$ cat src/rtl/uc_pkg.sv
// uc_pkg: shared constants for the accumulator-CPU control unit and the
// processing unit (UT). Holds the opcode encodings, the UAL operation codes
// (UT imports the same constants so both sides agree) and the sequencer
// state enum.
package uc_pkg;

  // Opcode field = instr[DATA_W-1:DATA_W-2]
  localparam logic [1:0] OP_NOR = 2'b00;
  localparam logic [1:0] OP_ADD = 2'b01;
  localparam logic [1:0] OP_STA = 2'b10;
  localparam logic [1:0] OP_JCC = 2'b11;

  // UAL operation select
  localparam logic [2:0] UAL_PASS = 3'b000;
  localparam logic [2:0] UAL_NOR  = 3'b001;
  localparam logic [2:0] UAL_ADD  = 3'b010;

  typedef enum logic [2:0] {
    S_INIT   = 3'd0,
    S_FETCH  = 3'd1,
    S_DECODE = 3'd2,
    S_OPRD   = 3'd3,
    S_LDR1   = 3'd4,
    S_EXEC   = 3'd5,
    S_STORE  = 3'd6,
    S_JUMP   = 3'd7
  } uc_state_e;

endpackage

$ cat src/rtl/uc_sequencer_if.sv
// uc_sequencer_if: memory bus between the sequencer and the program/data
// memory.
//
// Protocol: there is no valid/ready pair. mem_en high for one cycle is a
// request. With mem_we=0, instr_in carries mem[mem_addr] during the
// following cycle, and holds it until the next read. With mem_we=1,
// mem[mem_addr] takes the accumulator on that rising edge. The memory must
// also be gated by ce so that instr_in stays stable while ce=0.
//
// Signals:
//   mem_addr  ADDR_W  address, driven by the sequencer
//   mem_en    1       access enable, driven by the sequencer
//   mem_we    1       write enable, driven by the sequencer
//   instr_in  DATA_W  read data, driven by the memory
interface uc_sequencer_if #(
  parameter int DATA_W = 8,
  parameter int ADDR_W = 6
);
  logic [ADDR_W-1:0] mem_addr;
  logic              mem_en;
  logic              mem_we;
  logic [DATA_W-1:0] instr_in;

  modport master (output mem_addr, output mem_en, output mem_we, input instr_in);
  modport slave  (input mem_addr, input mem_en, input mem_we, output instr_in);
endinterface

$ cat src/rtl/uc_sequencer.sv
// uc_sequencer: control unit that sequences the processing unit UT (R1,
// accumulator, carry, UAL) as a minimal 8-bit accumulator CPU.
// Instructions are 2-bit opcode + 6-bit address: NOR, ADD, STA, JCC.
//
// Ports:
//   clk, rst    rising-edge clock, synchronous active-high reset
//   ce          clock enable; 0 freezes state and forces all strobes low
//   mem         memory bus (uc_sequencer_if.master)
//   carry       UT carry flag
//   sel_UAL     UAL operation select (PASS unless load_accu)
//   load_R1     R1 <= memory data
//   load_accu   accumulator <= UAL result
//   load_carry  carry <= UAL carry-out
//   init_carry  carry <= 0
//   pc_out      program counter (debug)
//   state_dbg   current sequencer state (debug)
module uc_sequencer
  import uc_pkg::*;
#(
  parameter int DATA_W = 8,
  parameter int ADDR_W = 6
) (
  input  logic              clk,
  input  logic              rst,
  input  logic              ce,
  uc_sequencer_if.master    mem,
  input  logic              carry,
  output logic [2:0]        sel_UAL,
  output logic              load_R1,
  output logic              load_accu,
  output logic              load_carry,
  output logic              init_carry,
  output logic [ADDR_W-1:0] pc_out,
  output uc_state_e         state_dbg
);

  uc_state_e         state;
  logic [ADDR_W-1:0] pc;
  logic [DATA_W-1:0] ir;

  logic [1:0]        ir_op;
  logic [ADDR_W-1:0] ir_addr;
  logic [1:0]        in_op;

  assign ir_op   = ir[DATA_W-1:DATA_W-2];
  assign ir_addr = ir[ADDR_W-1:0];
  assign in_op   = mem.instr_in[DATA_W-1:DATA_W-2];

  // Sequencer state, program counter and instruction register
  always_ff @(posedge clk) begin
    if (rst) begin
      state <= S_INIT;
      pc    <= '0;
      ir    <= '0;
    end else if (ce) begin
      case (state)
        S_INIT:   state <= S_FETCH;
        S_FETCH:  state <= S_DECODE;
        S_DECODE: begin
          // Read data from the fetch is valid now; decode it directly so
          // the IR does not cost an extra cycle. PC wraps naturally.
          ir <= mem.instr_in;
          pc <= pc + 1'b1;
          case (in_op)
            OP_NOR, OP_ADD: state <= S_OPRD;
            OP_STA:         state <= S_STORE;
            default:        state <= S_JUMP;
          endcase
        end
        S_OPRD:   state <= S_LDR1;
        S_LDR1:   state <= S_EXEC;
        S_EXEC:   state <= S_FETCH;
        S_STORE:  state <= S_FETCH;
        S_JUMP: begin
          // Jump on carry clear; the carry itself is cleared by init_carry
          // in this same cycle.
          if (!carry) pc <= ir_addr;
          state <= S_FETCH;
        end
        default:  state <= S_INIT;
      endcase
    end
  end

  // Moore output decode. Everything is forced low while in reset or while
  // ce=0, so a frozen state re-issues its strobes once ce returns.
  logic [ADDR_W-1:0] addr_d;
  logic              en_d;
  logic              we_d;
  logic [2:0]        sel_d;
  logic              r1_d;
  logic              acc_d;
  logic              lc_d;
  logic              ic_d;

  always_comb begin
    addr_d = '0;
    en_d   = 1'b0;
    we_d   = 1'b0;
    sel_d  = UAL_PASS;
    r1_d   = 1'b0;
    acc_d  = 1'b0;
    lc_d   = 1'b0;
    ic_d   = 1'b0;
    if (!rst && ce) begin
      case (state)
        S_INIT:  ic_d = 1'b1;
        S_FETCH: begin
          addr_d = pc;
          en_d   = 1'b1;
        end
        S_OPRD: begin
          addr_d = ir_addr;
          en_d   = 1'b1;
        end
        S_LDR1:  r1_d = 1'b1;
        S_EXEC: begin
          acc_d = 1'b1;
          if (ir_op == OP_ADD) begin
            sel_d = UAL_ADD;
            lc_d  = 1'b1;
          end else begin
            sel_d = UAL_NOR;
          end
        end
        S_STORE: begin
          addr_d = ir_addr;
          en_d   = 1'b1;
          we_d   = 1'b1;
        end
        S_JUMP:  ic_d = 1'b1;
        default: ;
      endcase
    end
  end

  assign mem.mem_addr = addr_d;
  assign mem.mem_en   = en_d;
  assign mem.mem_we   = we_d;
  assign sel_UAL      = sel_d;
  assign load_R1      = r1_d;
  assign load_accu    = acc_d;
  assign load_carry   = lc_d;
  assign init_carry   = ic_d;
  assign pc_out       = rst ? '0 : pc;
  assign state_dbg    = state;

endmodule

$ cat src/flat_wrapper.sv
// flat-port wrapper written by rule: the top's interface ports become plain ports
module uc_sequencer_flat import uc_pkg::*;
#(
  parameter int DATA_W = 8,
  parameter int ADDR_W = 6
)
  (clk, rst, ce, carry, sel_UAL, load_R1, load_accu, load_carry, init_carry, pc_out, state_dbg, mem_mem_addr, mem_mem_en, mem_mem_we, mem_instr_in);
  uc_sequencer_if #(.DATA_W(DATA_W), .ADDR_W(ADDR_W)) mem_i ();
  input  logic clk;
  input  logic rst;
  input  logic ce;
  input  logic carry;
  output logic [2:0] sel_UAL;
  output logic load_R1;
  output logic load_accu;
  output logic load_carry;
  output logic init_carry;
  output logic [ADDR_W-1:0] pc_out;
  output uc_state_e state_dbg;
  output wire logic [$bits(mem_i.mem_addr)-1:0] mem_mem_addr;
  output wire logic [$bits(mem_i.mem_en)-1:0] mem_mem_en;
  output wire logic [$bits(mem_i.mem_we)-1:0] mem_mem_we;
  input wire logic [$bits(mem_i.instr_in)-1:0] mem_instr_in;
  assign mem_mem_addr = mem_i.mem_addr;
  assign mem_mem_en = mem_i.mem_en;
  assign mem_mem_we = mem_i.mem_we;
  assign mem_i.instr_in = mem_instr_in;
  uc_sequencer #(.DATA_W(DATA_W), .ADDR_W(ADDR_W)) u_core (.clk(clk), .rst(rst), .ce(ce), .mem(mem_i), .carry(carry), .sel_UAL(sel_UAL), .load_R1(load_R1), .load_accu(load_accu), .load_carry(load_carry), .init_carry(init_carry), .pc_out(pc_out), .state_dbg(state_dbg));
endmodule
$ cat config.mk
export PLATFORM = sky130hd
export DESIGN_NAME = uc_sequencer_flat
export DESIGN_NICKNAME = d
export VERILOG_FILES = /design/src/rtl/uc_pkg.sv /design/src/rtl/uc_sequencer_if.sv /design/src/rtl/uc_sequencer.sv /design/src/flat_wrapper.sv
export SDC_FILE = /design/constraint.sdc
export NUM_CORES = 1
export LEC_CHECK = 0
export BUFFER_PORTS_ARGS = -buffer_cell sky130_fd_sc_hd__buf_2
export CAP_MARGIN = 20
export CORE_MARGIN = 4
export CORE_UTILIZATION = 49
export CTS_CLUSTER_SIZE = 20
export DETAILED_ROUTE_END_ITERATION = 10
export GPL_ROUTABILITY_DRIVEN = 0
export PLACE_DENSITY = 0.78
export SETUP_SLACK_MARGIN = 0.15
export SYNTH_ARGS = -nofsm -noshare
export SYNTH_HDL_FRONTEND = slang
export SYNTH_SLANG_ARGS = --single-unit
$ cat constraint.sdc
create_clock -name clk -period 1.35 [get_ports clk]
set_input_delay 0.135 -clock clk [delete_from_list [all_inputs] [get_ports clk]]
set_output_delay 0.135 -clock clk [all_outputs]
set_load 0.005 [all_outputs]
Yosys cells after proc, flatten, opt, wreduce, memory -nomap -nowiden
Index checks and enable logic that the tools add are counted.
{"block": "classes", "addsub": 1, "multipliers": 0, "n_div": 0, "order_cmp": 0, "eq_ne": 11, "shifts": 0, "mux": 23, "bitwise": 0, "reduce_logical": 12}
{"op": "$pmux 6 s2", "count": 2}
{"op": "$mux 6", "count": 3}
{"op": "$pmux 3 s5", "count": 1}
{"op": "$mux 1", "count": 13}
{"op": "$eq 3x3->1 const B", "count": 4}
{"op": "$add 6x1->6 const B", "count": 1}
{"op": "$eq 3x2->1 const B", "count": 2}
{"op": "$mux 3", "count": 2}
{"op": "$pmux 3 s2", "count": 1}
{"op": "$reduce_or 2->1", "count": 3}
{"op": "$eq 2x1->1 const B", "count": 2}
{"op": "$reduce_or 4->1", "count": 1}
{"op": "$eq 3x1->1 const B", "count": 1}
{"op": "$logic_not 3->1", "count": 1}
{"op": "$reduce_and 3->1", "count": 1}
{"op": "$reduce_or 3->1", "count": 1}
{"op": "$eq 2x2->1 const B", "count": 1}
{"op": "$logic_not 2->1", "count": 1}
{"op": "$mux 2", "count": 1}
{"op": "$ne 2x2->1 const B", "count": 1}
{"op": "$reduce_and 2->1", "count": 1}
{"op": "$reduce_bool 2->1", "count": 1}
{"op": "$logic_and 1x1->1", "count": 1}
{"op": "$logic_not 1->1", "count": 1}
{"block": "totals", "reg_bits": 17, "latch_bits": 0, "ramBits": 0, "mem_bits_ro": 0, "input_bits": 12, "out_inout_bits": 24, "wordCells": 50, "n_memories": 0}

Depth between registers and ports, before layout
Gate-level depths: netlist of the first run.
{"block": "logic_depth", "depth_word": 4, "depth_mapped": 6, "mapped_depth_nobuf": 4}

Worst setup path before layout of the first run
OpenSTA, ideal clock, no wires.
{"block": "synth_timing", "path_type": "reg-to-output", "from": "register u_core.state[1], in the netlist u_core.state_dbg[1]", "to": "output port sel_UAL[1]", "arrival_ns": 1.295, "t_required_ns": 1.215, "setup_slack_ns": -0.080, "stages_incl_launch_ff": 7, "n_path_buf": 3, "cell_sequence": "dfxtp_1 > buf_2 > buf_2 > nor2_1 > nand3_1 > nor3b_1 > buf_4"}
{"block": "synth_between", "elab_chain_cells": 3}
{"element": "from (decl)", "line": "uc_sequencer.sv:37", "text": "uc_state_e state;"}
{"element": "from (signal assigned)", "line": "uc_sequencer.sv:52", "text": "state <= S_INIT;"}
{"element": "from (signal assigned)", "line": "uc_sequencer.sv:57", "text": "S_INIT: state <= S_FETCH;"}
{"element": "from (signal assigned)", "line": "uc_sequencer.sv:58", "text": "S_FETCH: state <= S_DECODE;"}
{"element": "$eq 3x3->1", "line": "uc_sequencer.sv:106", "text": "case (state)"}
{"element": "$mux 3", "line": "uc_sequencer.sv:106"}
{"element": "$mux 3", "line": "uc_sequencer.sv:105", "text": "if (!rst && ce) begin"}
{"element": "to (decl)", "line": "flat_wrapper.sv:13", "text": "output logic [2:0] sel_UAL;"}
Every way passes these cells.

Final worst setup path of the first run
{"block": "layout_timing", "from": "register u_core.state[0], in the netlist u_core.state_dbg[0]", "to": "output port mem_mem_addr[4]"}
{"block": "layout_between", "elab_chain_cells": 4, "word_cells_on_any_way": 6, "cone_classes": "3 x eq/ne; 2 x mux; 1 x reduce/logical"}
{"element": "$eq 3x2->1 or $eq 3x3->1 (tied branches)", "line": "uc_sequencer.sv:106"}
{"element": "$reduce_or 2->1 (no line)"}
{"element": "$pmux 6 s2 *", "line": "uc_sequencer.sv:106"}
{"element": "$mux 6 *", "line": "uc_sequencer.sv:105"}
{"element": "to (decl)", "line": "flat_wrapper.sv:20", "text": "output wire logic [$bits(mem_i.mem_addr)-1:0] mem_mem_addr;"}
Mark *: on every way between the ends. The rest lies on a longest branch, timed or not.

==> results.json, run 1 <==
{
  "yosys_warnings": 0,
  "cts_made_buffers": 3,
  "grt_pass1_vias": 1141,
  "routed_wirelength_um": 4060,
  "fin_crit_ns": 1.682,
  "startpoint_type": "flop",
  "drt_first_pass_iters": 4,
  "die_w_um": 55.13,
  "ys_types": 37,
  "crit_path_end_kind": "output pin",
  "ys_seq_area_share_pct": 31.26,
  "remaining_drc_errors": 0,
  "crit_chain": "nor2b_4 -> o21a_1 -> a22oi_2 -> nor2_1 -> buf_2",
  "vias_per_cell": 5.954,
  "drive_above_1_share_pct": 59.38,
  "hold_viol": 0,
  "arrival_ns": 1.55,
  "final_cell_mix": "buf_2, nor2_1, buf_6",
  "critPathKind": "reg2out",
  "antenna_cells": 0,
  "grt_pass1_wl_um": 4926,
  "grt_max_degree": 21,
  "finalCritPeriodShare_pct": 124.6,
  "critPathSlowestCell": "dfxtp_4",
  "min-delay-path-class": "in2reg",
  "cap_violations": 0,
  "io_pins": 36,
  "fmaxAchievable_ghz": 0.5947,
  "violations": "negative setup slack",
  "multiInputGateArea_um2": 884.6,
  "antenna_found_initial": 0,
  "core.rowCount": 16,
  "cts_tree": "built",
  "grt_remaining_overflow": 0,
  "dr.first_iter.drc_count": 47,
  "area_delta_synth_final_pct": 60.23,
  "antenna_left": 0,
  "dieArea_um2": 3039,
  "syn-mean-instance-area_um2": 7.888,
  "clkTransAtPathRegs_ns": 0.10,
  "die_h_um": 55.13,
  "wl_per_cell_um": 18.54,
  "nFillCells": 101,
  "place_hpwl_um": 2028,
  "power_density_nw_per_um2": 666.7,
  "core_area_um2": 2042,
  "synth_edf_count": 0,
  "rsz0062_at_grt": "true",
  "grt_usage_pct": 22.78,
  "synth-seq-cells": 17,
  "holdWs_ns": 0.08434,
  "setup_viol_count_final": 27,
  "synth_area_um2": 1089,
  "clk_latency_ns": 0.29,
  "crit_required_ns": 1.22,
  "postPlaceCellArea_um2": 1339,
  "syn_nets": 151,
  "clock-sinks": 17,
  "async_flop_share_pct": 0,
  "clock_path_buffers": 2,
  "postCtsHoldBufs": 0,
  "root_buffer": "clkbuf_4",
  "power_leakage_nw": 0.7445,
  "io_buffers": 34,
  "slowest_delay_ns": 0.43,
  "syn_inst": 138,
  "synth_top_flop_cell": "dfxtp_1",
  "irDropWorstVdd_mv": 0.6440,
  "final_common_cell": "buf_2",
  "slew_violations": 0,
  "outcome": "complete, but fails checks",
  "fin_area_um2": 1744,
  "clock_skew_ns": 0.003144,
  "path_max_fanout": 8,
  "initial_core_util_pct": 53.31,
  "ctsHtreeMaxLevel": 1,
  "final_nets": 206,
  "vias": 1304,
  "final-seq-area_um2": 356.6,
  "worst_slack_ns": -0.3315
}
sequential cells by signal, indices dropped and copies added, names as in the netlist:
name,flops
u_core.pc,6
u_core.ir,8
u_core.state_dbg,3
layer usage:
layer	up-vias	global-route usage [%]	share of wire (%)
met5	-	0	0
met4	0	10.12	3.6
met3	16	2.681	5.9
met2	72	39.17	53
met1	632	28.29	37
li1	584	-	-
area by class of cell:
class	count	share of cell area, %
timing repair buffer	60	24.53
sequential	17	20.44
multi-input combinational	107	50.72
clock buffer	4	1.506
tap	27	1.937
inverter	4	0.8608
worst paths after layout:
path / cells after the start / startpoint / slack [ns] / to
worst max-delay path: 5 / u_core.state_dbg[0] / -0.33 / mem_mem_addr[4]
worst min-delay path: 3 / mem_instr_in[3] / 0.08 / u_core.ir[3]
worst max register to register: 8 / u_core.state_dbg[1] / -0.19 / u_core.ir[7]
worst min register to register: 2 / u_core.ir[0] / 0.52 / u_core.pc[0]
power breakdown:
part / total, mW / switching [mW] / internal [mW] / leakage [nW]
sequential: 0.551 / 0.0333 / 0.517 / 0.142
clock: 0.276 / 0.161 / 0.115 / 0.0150
combinational: 0.337 / 0.160 / 0.177 / 0.588
total: 1.16 / 0.354 / 0.809 / 0.745
what timing repair did:
| action | 4_1_cts | 5_1_grt |
|---|---|---|
| gates resized for setup | 23 | 45 |
| setup endpoints to repair | 29 | 37 |
| pin swaps | 16 | 21 |
| buffers inserted | 9 | 6 |
through the flow:
| step | power [mW] | util [%] | setup slack, ns | TNS, ns | std cells |
|---|---|---|---|---|---|
| finish | 1.163 | 85.42 | -0.3315 | -3.800 | 219 |
| floorplan | 0.6864 | - | 0.1369 | 0 | 138 |
| global placement | 0.7385 | 65.56 | 0.02075 | 0 | 200 |
| CTS | 1.067 | 74.08 | -0.2043 | -1.999 | 213 |
| detailed placement | 0.7434 | 65.56 | -0.04626 | -0.06604 | 200 |
| global route | 1.201 | 85.42 | -0.3786 | -5.337 | 219 |
synthesized netlist by cell type (all sizes together), types with 2 or more instances:
master | number | area share, %
nand2 | 9 | 3.1
nand3 | 5 | 2.3
dfxtp | 17 | 31
nand2b | 4 | 2.3
o2bb2ai | 4 | 3.2
inv | 4 | 1.4
o21ai | 4 | 1.8
nor2b | 9 | 5.9
nor3b | 2 | 1.4
nor2 | 24 | 9.0
and2 | 2 | 1.1
buf | 9 | 5.3
and3 | 2 | 1.1
mux2 | 3 | 3.1
a21oi | 9 | 5.2
mux2i | 9 | 8.3
nor3 | 2 | 0.92
a22oi | 6 | 4.1
nand3b | 2 | 1.4
critical path: cells and delay by family, from the launching register on:
kind                   cells  cell delay (ns)
and+or+nand+nor            2             0.36
buffers and inverters      1             0.15
DFF                        1             0.43
AOI/OAI and AO/OA          2             0.32
logic make-up after synthesis:
logic type	synth area share (%)
and+or+nand+nor	30.23
adders and majority gates	1.149
DFF	31.26
buffers and inverters	7.010
muxes	11.38
other	0.3445
AOI/OAI and AO/OA	18.62
Note: power is estimated with default switching activity, not from simulation.
==> run 2: changes to the inputs <==
Settings changed: CORE_UTILIZATION 49 to 44, PLACE_DENSITY 0.78 to 0.74.
Clock period 1.35 ns to 1.4 ns, I/O delays scaled along.
==> run 2 against run 1 <==
The run still ends with negative setup slack left; via count decreased by 7.9%; wire length decreased by 15%; flip-flop and latch count unchanged; setup slack improved by 0.15 ns; worst hold slack got worse by 0.013 ns; combinational power decreased by 20%; core utilization decreased by 13 points; first-iteration DRC count decreased by 19%; global-route usage decreased by 2.9 points; critical path depth decreased by 1; critical endpoint is now mem_mem_addr[2]; largest power group unchanged.
==> results.json, run 2 (same netlist as run 1, synthesis figures left out) <==
{
  "worstPathBufferInverterCount": 1,
  "routed_wirelength_um": 3445,
  "grt_pass1_vias": 1135,
  "finish.utilization_pct": 72.02,
  "largest_reg_flops": 8,
  "min-delay-path-class": "in2reg",
  "finalCritPeriodShare_pct": 112.9,
  "core.rowCount": 17,
  "postCtsHoldBufs": 0,
  "r2r_end": "u_core.pc[5]",
  "clkTransAtPathRegs_ns": 0.11,
  "ctsHtreeMaxLevel": 1,
  "grt_pass1_wl_um": 5271,
  "crit_path_end_kind": "output pin",
  "violations": "negative setup slack",
  "power_density_nw_per_um2": 656.7,
  "remaining_drc_errors": 0,
  "io_buffers": 34,
  "io_pins": 36,
  "clock_skew_ns": 0.004420,
  "critPathKind": "reg2out",
  "fin_crit_ns": 1.581,
  "hold_viol": 0,
  "cp_top_family": "flip-flops",
  "drt_first_pass_iters": 5,
  "final_cell_mix": "buf_2, nor2_1, dfxtp_1",
  "cap_violations": 0,
  "holdWs_ns": 0.07178,
  "finalSetupTns_ns": -1.562,
  "fin_area_um2": 1639,
  "root_buffer": "clkbuf_4",
  "die_h_um": 57.74,
  "cp-startpoint": "u_core.state_dbg[1]",
  "power_leakage_nw": 0.6841,
  "fmaxAchievable_ghz": 0.6326,
  "rsz0062_at_grt": "true",
  "antenna_cells": 0,
  "dr.first_iter.drc_count": 38,
  "setup_viol_count_final": 19,
  "power.total_mw": 1.076,
  "grt_usage_pct": 19.87,
  "vias_per_cell": 5.586,
  "regMostFlops": "u_core.ir",
  "final-seq-area_um2": 351.6,
  "final_common_cell": "buf_2",
  "slew_violations": 0,
  "crit_chain": "mux2_2 -> a22oi_2 -> nor2_1 -> buf_2",
  "critPathSlowestCell": "dfxtp_4",
  "dieArea_um2": 3334,
  "multiInputGateArea_um2": 830.8,
  "initial_core_util_pct": 47.83,
  "drive_above_1_share_pct": 52.41,
  "path_max_fanout": 7,
  "outcome": "complete, but fails checks",
  "crit_required_ns": 1.26,
  "slowest_delay_ns": 0.43,
  "grt_remaining_overflow": 0,
  "rr_startpoint": "u_core.state_dbg[2]",
  "worst_slack_ns": -0.1807,
  "die_w_um": 57.74,
  "area_delta_synth_final_pct": 50.57,
  "postPlaceCellArea_um2": 1340,
  "final_nets": 201,
  "place_ws_ns": -0.04712,
  "cts_tree": "built",
  "irDropWorstVdd_mv": 0.6342,
  "wl_per_cell_um": 16.02,
  "vias": 1201,
  "cts_made_buffers": 3,
  "antenna_found_initial": 0,
  "arrival_ns": 1.44,
  "startpoint_type": "flop",
  "antenna_left": 0,
  "final_cells": 215,
  "post-place-cells": 202,
  "rrSetupSlack_ns": -0.06,
  "place_hpwl_um": 2165,
  "core_area_um2": 2276,
  "grt_max_degree": 21,
  "min_to": "u_core.ir[0]",
  "ff2ff_path_depth": 7,
  "min_path_cells": 3,
  "worstHoldStart": "mem_instr_in[0]",
  "clk_latency_ns": 0.30,
  "clock_path_buffers": 2,
  "nFillCells": 162,
  "clock-sinks": 17
}
## run 2: cell count changes in the layout (fill, tap and decap cells not counted), sizes merged
cell and change:
buf -6, a21oi +1, clkbuf -1, clkinv +1
## run 2: worst max-delay path by stage
stage / endpoint / depth (start not counted)
5_1_grt: mem_mem_addr[2] / 4
2_1_floorplan: mem_mem_addr[1] / 5
4_1_cts: init_carry / 4
3_3_place_gp: u_core.ir[2] / 4
6_report: mem_mem_addr[2] / 4
3_5_place_dp: u_core.ir[1] / 4
## run 2: where the power goes
| part | switching (mW) | internal (mW) |
|---|---|---|
| clock | 0.169 | 0.107 |
| sequential | 0.0300 | 0.500 |
| combinational | 0.129 | 0.141 |
## run 2: routing by layer
metal	vias up	wire (um)	global-route usage [%]
li1	577	-	-
met1	582	1439	24.03
met2	38	1814	35.16
met3	4	165	4.900
met4	0	25	4.636
met5	-	0	0
## run 2: area by class of cell
type / count / share of cell area, %
inverters: 4 / 0.9160
clock buffers: 3 / 1.374
flip-flops and latches: 17 / 21.45
well taps: 28 / 2.137
repair buffers: 54 / 23.13
clock inverters: 1 / 0.3053
multi-input cells: 108 / 50.69
## run 2: worst reg2reg max path: stages, from the launching register on
cell and delay (ns):
dfxtp_2 0.37, buf_4 0.14, buf_4 0.12, nand3b_1 0.16, buf_6 0.17, a21oi_4 0.19, nand2_2 0.08, o2bb2ai_1 0.13
## run 2: what timing repair did
item,CTS,global route
buffers inserted,5,3
resized for setup,21,29
cloned,1,0
setup endpoints to repair,29,32
pin swaps,11,6
==> run 3: changes to the inputs <==
Settings changed: ABC_AREA set to 1.
==> run 3 against run 2 <==
Non-clock buffer count is 1 higher; clock power is 4% higher; first-iteration DRC count is 58% higher; clock-buffer cell count stayed put; cell count is 19% higher; highest routed layer unchanged; the flow still finishes with violations (negative setup slack); worst hold slack better by 0.012 ns; global-route usage is 1.4 points higher; power is 8.3% higher; flip-flop and latch count stayed put.
==> results.json, run 3 <==
{
  "die_h_um": 57.54,
  "drive_above_1_share_pct": 55.07,
  "hold_viol": 0,
  "violations": "negative setup slack",
  "clock_skew_ns": 0.002772,
  "final-seq-area_um2": 359.1,
  "power_density_nw_per_um2": 677.8,
  "crit_chain": "buf_4 -> nor2_1 -> nor2_1 -> a211oi_2 -> buf_2",
  "synth_top_family_by_area": "simple AND/OR/NAND/NOR gates",
  "slowest_delay_ns": 0.39,
  "globalRouteMet2Util_pct": 35.32,
  "grt_max_degree": 13,
  "nFillCells": 154,
  "worst_slack_ns": -0.2405,
  "core_area_um2": 2276,
  "multiInputGateArea_um2": 858.3,
  "power_leakage_nw": 0.7957,
  "antenna_left": 0,
  "arrival_ns": 1.50,
  "root_buffer": "clkbuf_4",
  "area_delta_synth_final_pct": 59.33,
  "synth_top_area_cell": "dfxtp_1",
  "final_cells": 255,
  "yosys_warnings": 0,
  "largest_reg_flops": 8,
  "wl_per_cell_um": 16.25,
  "initial_core_util_pct": 47.44,
  "critPathKind": "reg2out",
  "grt_pass1_vias": 1244,
  "remaining_drc_errors": 0,
  "final_common_cell": "buf_2",
  "rsz0062_at_grt": "true",
  "vias": 1435,
  "vias_per_cell": 5.627,
  "syn-mean-instance-area_um2": 6.242,
  "clkTransAtPathRegs_ns": 0.11,
  "grt_pass1_wl_um": 5589,
  "finish.utilization_pct": 75.59,
  "grt.busiest_layer": "met2",
  "cts_made_buffers": 3,
  "outcome": "complete, but fails checks",
  "synth_top_flop_cell": "dfxtp_1",
  "io_buffers": 34,
  "core.rowCount": 17,
  "synth_edf_count": 0,
  "yosys-mux-area-fraction_pct": 0,
  "synth_xor_area_share_pct": 0,
  "clock_path_buffers": 2,
  "worstPathBufferInverterCount": 2,
  "clock-sinks": 17,
  "crit_path_end_kind": "output pin",
  "io_pins": 36,
  "drt_first_pass_iters": 4,
  "synth_area_um2": 1080,
  "dr.first_iter.drc_count": 60,
  "cp_top_family": "flip-flops",
  "synth_common_cells": "nor2_1, nand2_1, dfxtp_1",
  "ctsHtreeMaxLevel": 1,
  "final_nets": 241,
  "post-place-cells": 235,
  "synth_most_common_cell": "nor2_1",
  "place_hpwl_um": 2153,
  "slew_violations": 0,
  "synthTopCellsByArea": "dfxtp_1, nor2_1, nand2_1, nand3_1, inv_1",
  "critPathSlowestCell": "dfxtp_4",
  "fin_area_um2": 1720,
  "ys_seq_area_share_pct": 31.52,
  "syn_nets": 186,
  "routed_wirelength_um": 4144,
  "cap_violations": 0,
  "final_cell_mix": "buf_2, nor2_1, nand2_1",
  "grt_use_met3_pct": 3.394,
  "cts_tree": "built",
  "fin_crit_ns": 1.641,
  "async_flop_share_pct": 0,
  "antenna_cells": 0,
  "synthAdderAreaFrac_pct": 1.159,
  "fmaxAchievable_ghz": 0.6096,
  "antenna_found_initial": 0,
  "startpoint_type": "flop",
  "clk_latency_ns": 0.30,
  "grt_remaining_overflow": 0,
  "grt_usage_pct": 21.23,
  "crit_required_ns": 1.26,
  "postPlaceCellArea_um2": 1290,
  "synthSimpleGateAreaFrac_pct": 38.47,
  "syn_inst": 173,
  "ys_types": 27,
  "path_max_fanout": 5,
  "postCtsHoldBufs": 0,
  "synth-seq-cells": 17,
  "grt_use_met1_pct": 27.21,
  "dieArea_um2": 3311,
  "irDropWorstVdd_mv": 0.6257,
  "crit_path_frequent_cell": "nor2_1",
  "finalCritPeriodShare_pct": 117.2,
  "synth_compound_area_share_pct": 17.15,
  "rrSetupSlack_ns": -0.10,
  "regMostFlops": "u_core.ir",
  "min-delay-path-class": "in2reg",
  "die_w_um": 57.54,
  "setup_viol_count_final": 24,
  "synth_top_area_share_pct": 31.52
}
## run 3: changes by cell type in the layout (fill, tap and decap cells not counted), moves of 9 or more
cell,change
nor2_1,+9
nand2_1,+16
inv_1,+10
mux2i_1,-9
o21ai_2,+9
nor2_2,+9
## run 3: layout make-up
type / count / area share, %
tap: 28 / 2.036
timing repair buffer: 55 / 20.58
clock buffer: 3 / 1.309
sequential: 17 / 20.87
multi-input combinational: 131 / 49.89
inverter: 20 / 5.018
clock inverter: 1 / 0.2909
## run 3: report_power, final
part           switching, mW  internal (mW)  leakage (nW)  total [mW]
registers             0.0359          0.506         0.143       0.542
clock network          0.180          0.107        0.0177       0.286
logic                  0.199          0.139         0.635       0.338
## run 3: per-stage QoR
step	setup slack [ns]	power (mW)	setup TNS, ns	hold slack, ns
after floorplan	0.1656	0.6623	0	0.2339
after global placement	0.09490	0.7225	0	0.3730
after detailed placement	0.03478	0.7280	0	0.3869
after CTS	-0.1040	1.063	-0.8622	0.06599
after global routing	-0.2586	1.200	-3.625	0.1040
final	-0.2405	1.166	-2.245	0.08394
## run 3: tightest hold or removal path, stage by stage
cell and delay [ns]:
buf_2 0.08, o21ai_2 0.05, nor2_1 0.08
## run 3: timing repair
action | CTS | global route
buffers inserted | 6 | 7
gates resized for setup | 27 | 55
cloned | 2 | 1
pin swaps | 10 | 23
setup endpoints to repair | 20 | 33
## run 3: worst paths after layout
path / startpoint / end / cells after the start
max reg2reg: u_core.state_dbg[0] / u_core.pc[2] / 11
min reg2reg: u_core.ir[0] / u_core.ir[0] / 2
max: u_core.state_dbg[1] / init_carry / 5
min: mem_instr_in[3] / u_core.ir[3] / 3
## run 3: cell families (layout without fill, tap and decap cells)
family,Yosys count,count (layout)
other,1,1
DFF,17,17
buffers and inverters,27,79
AOI/OAI and AO/OA,32,32
and+or+nand+nor,95,97
adders and majority gates,1,1
## run 3: per-layer routing
layer	routed length [um]	vias up
met5	0	-
met4	152	0
met3	309	21
met2	2094	85
met1	1588	660
li1	-	669
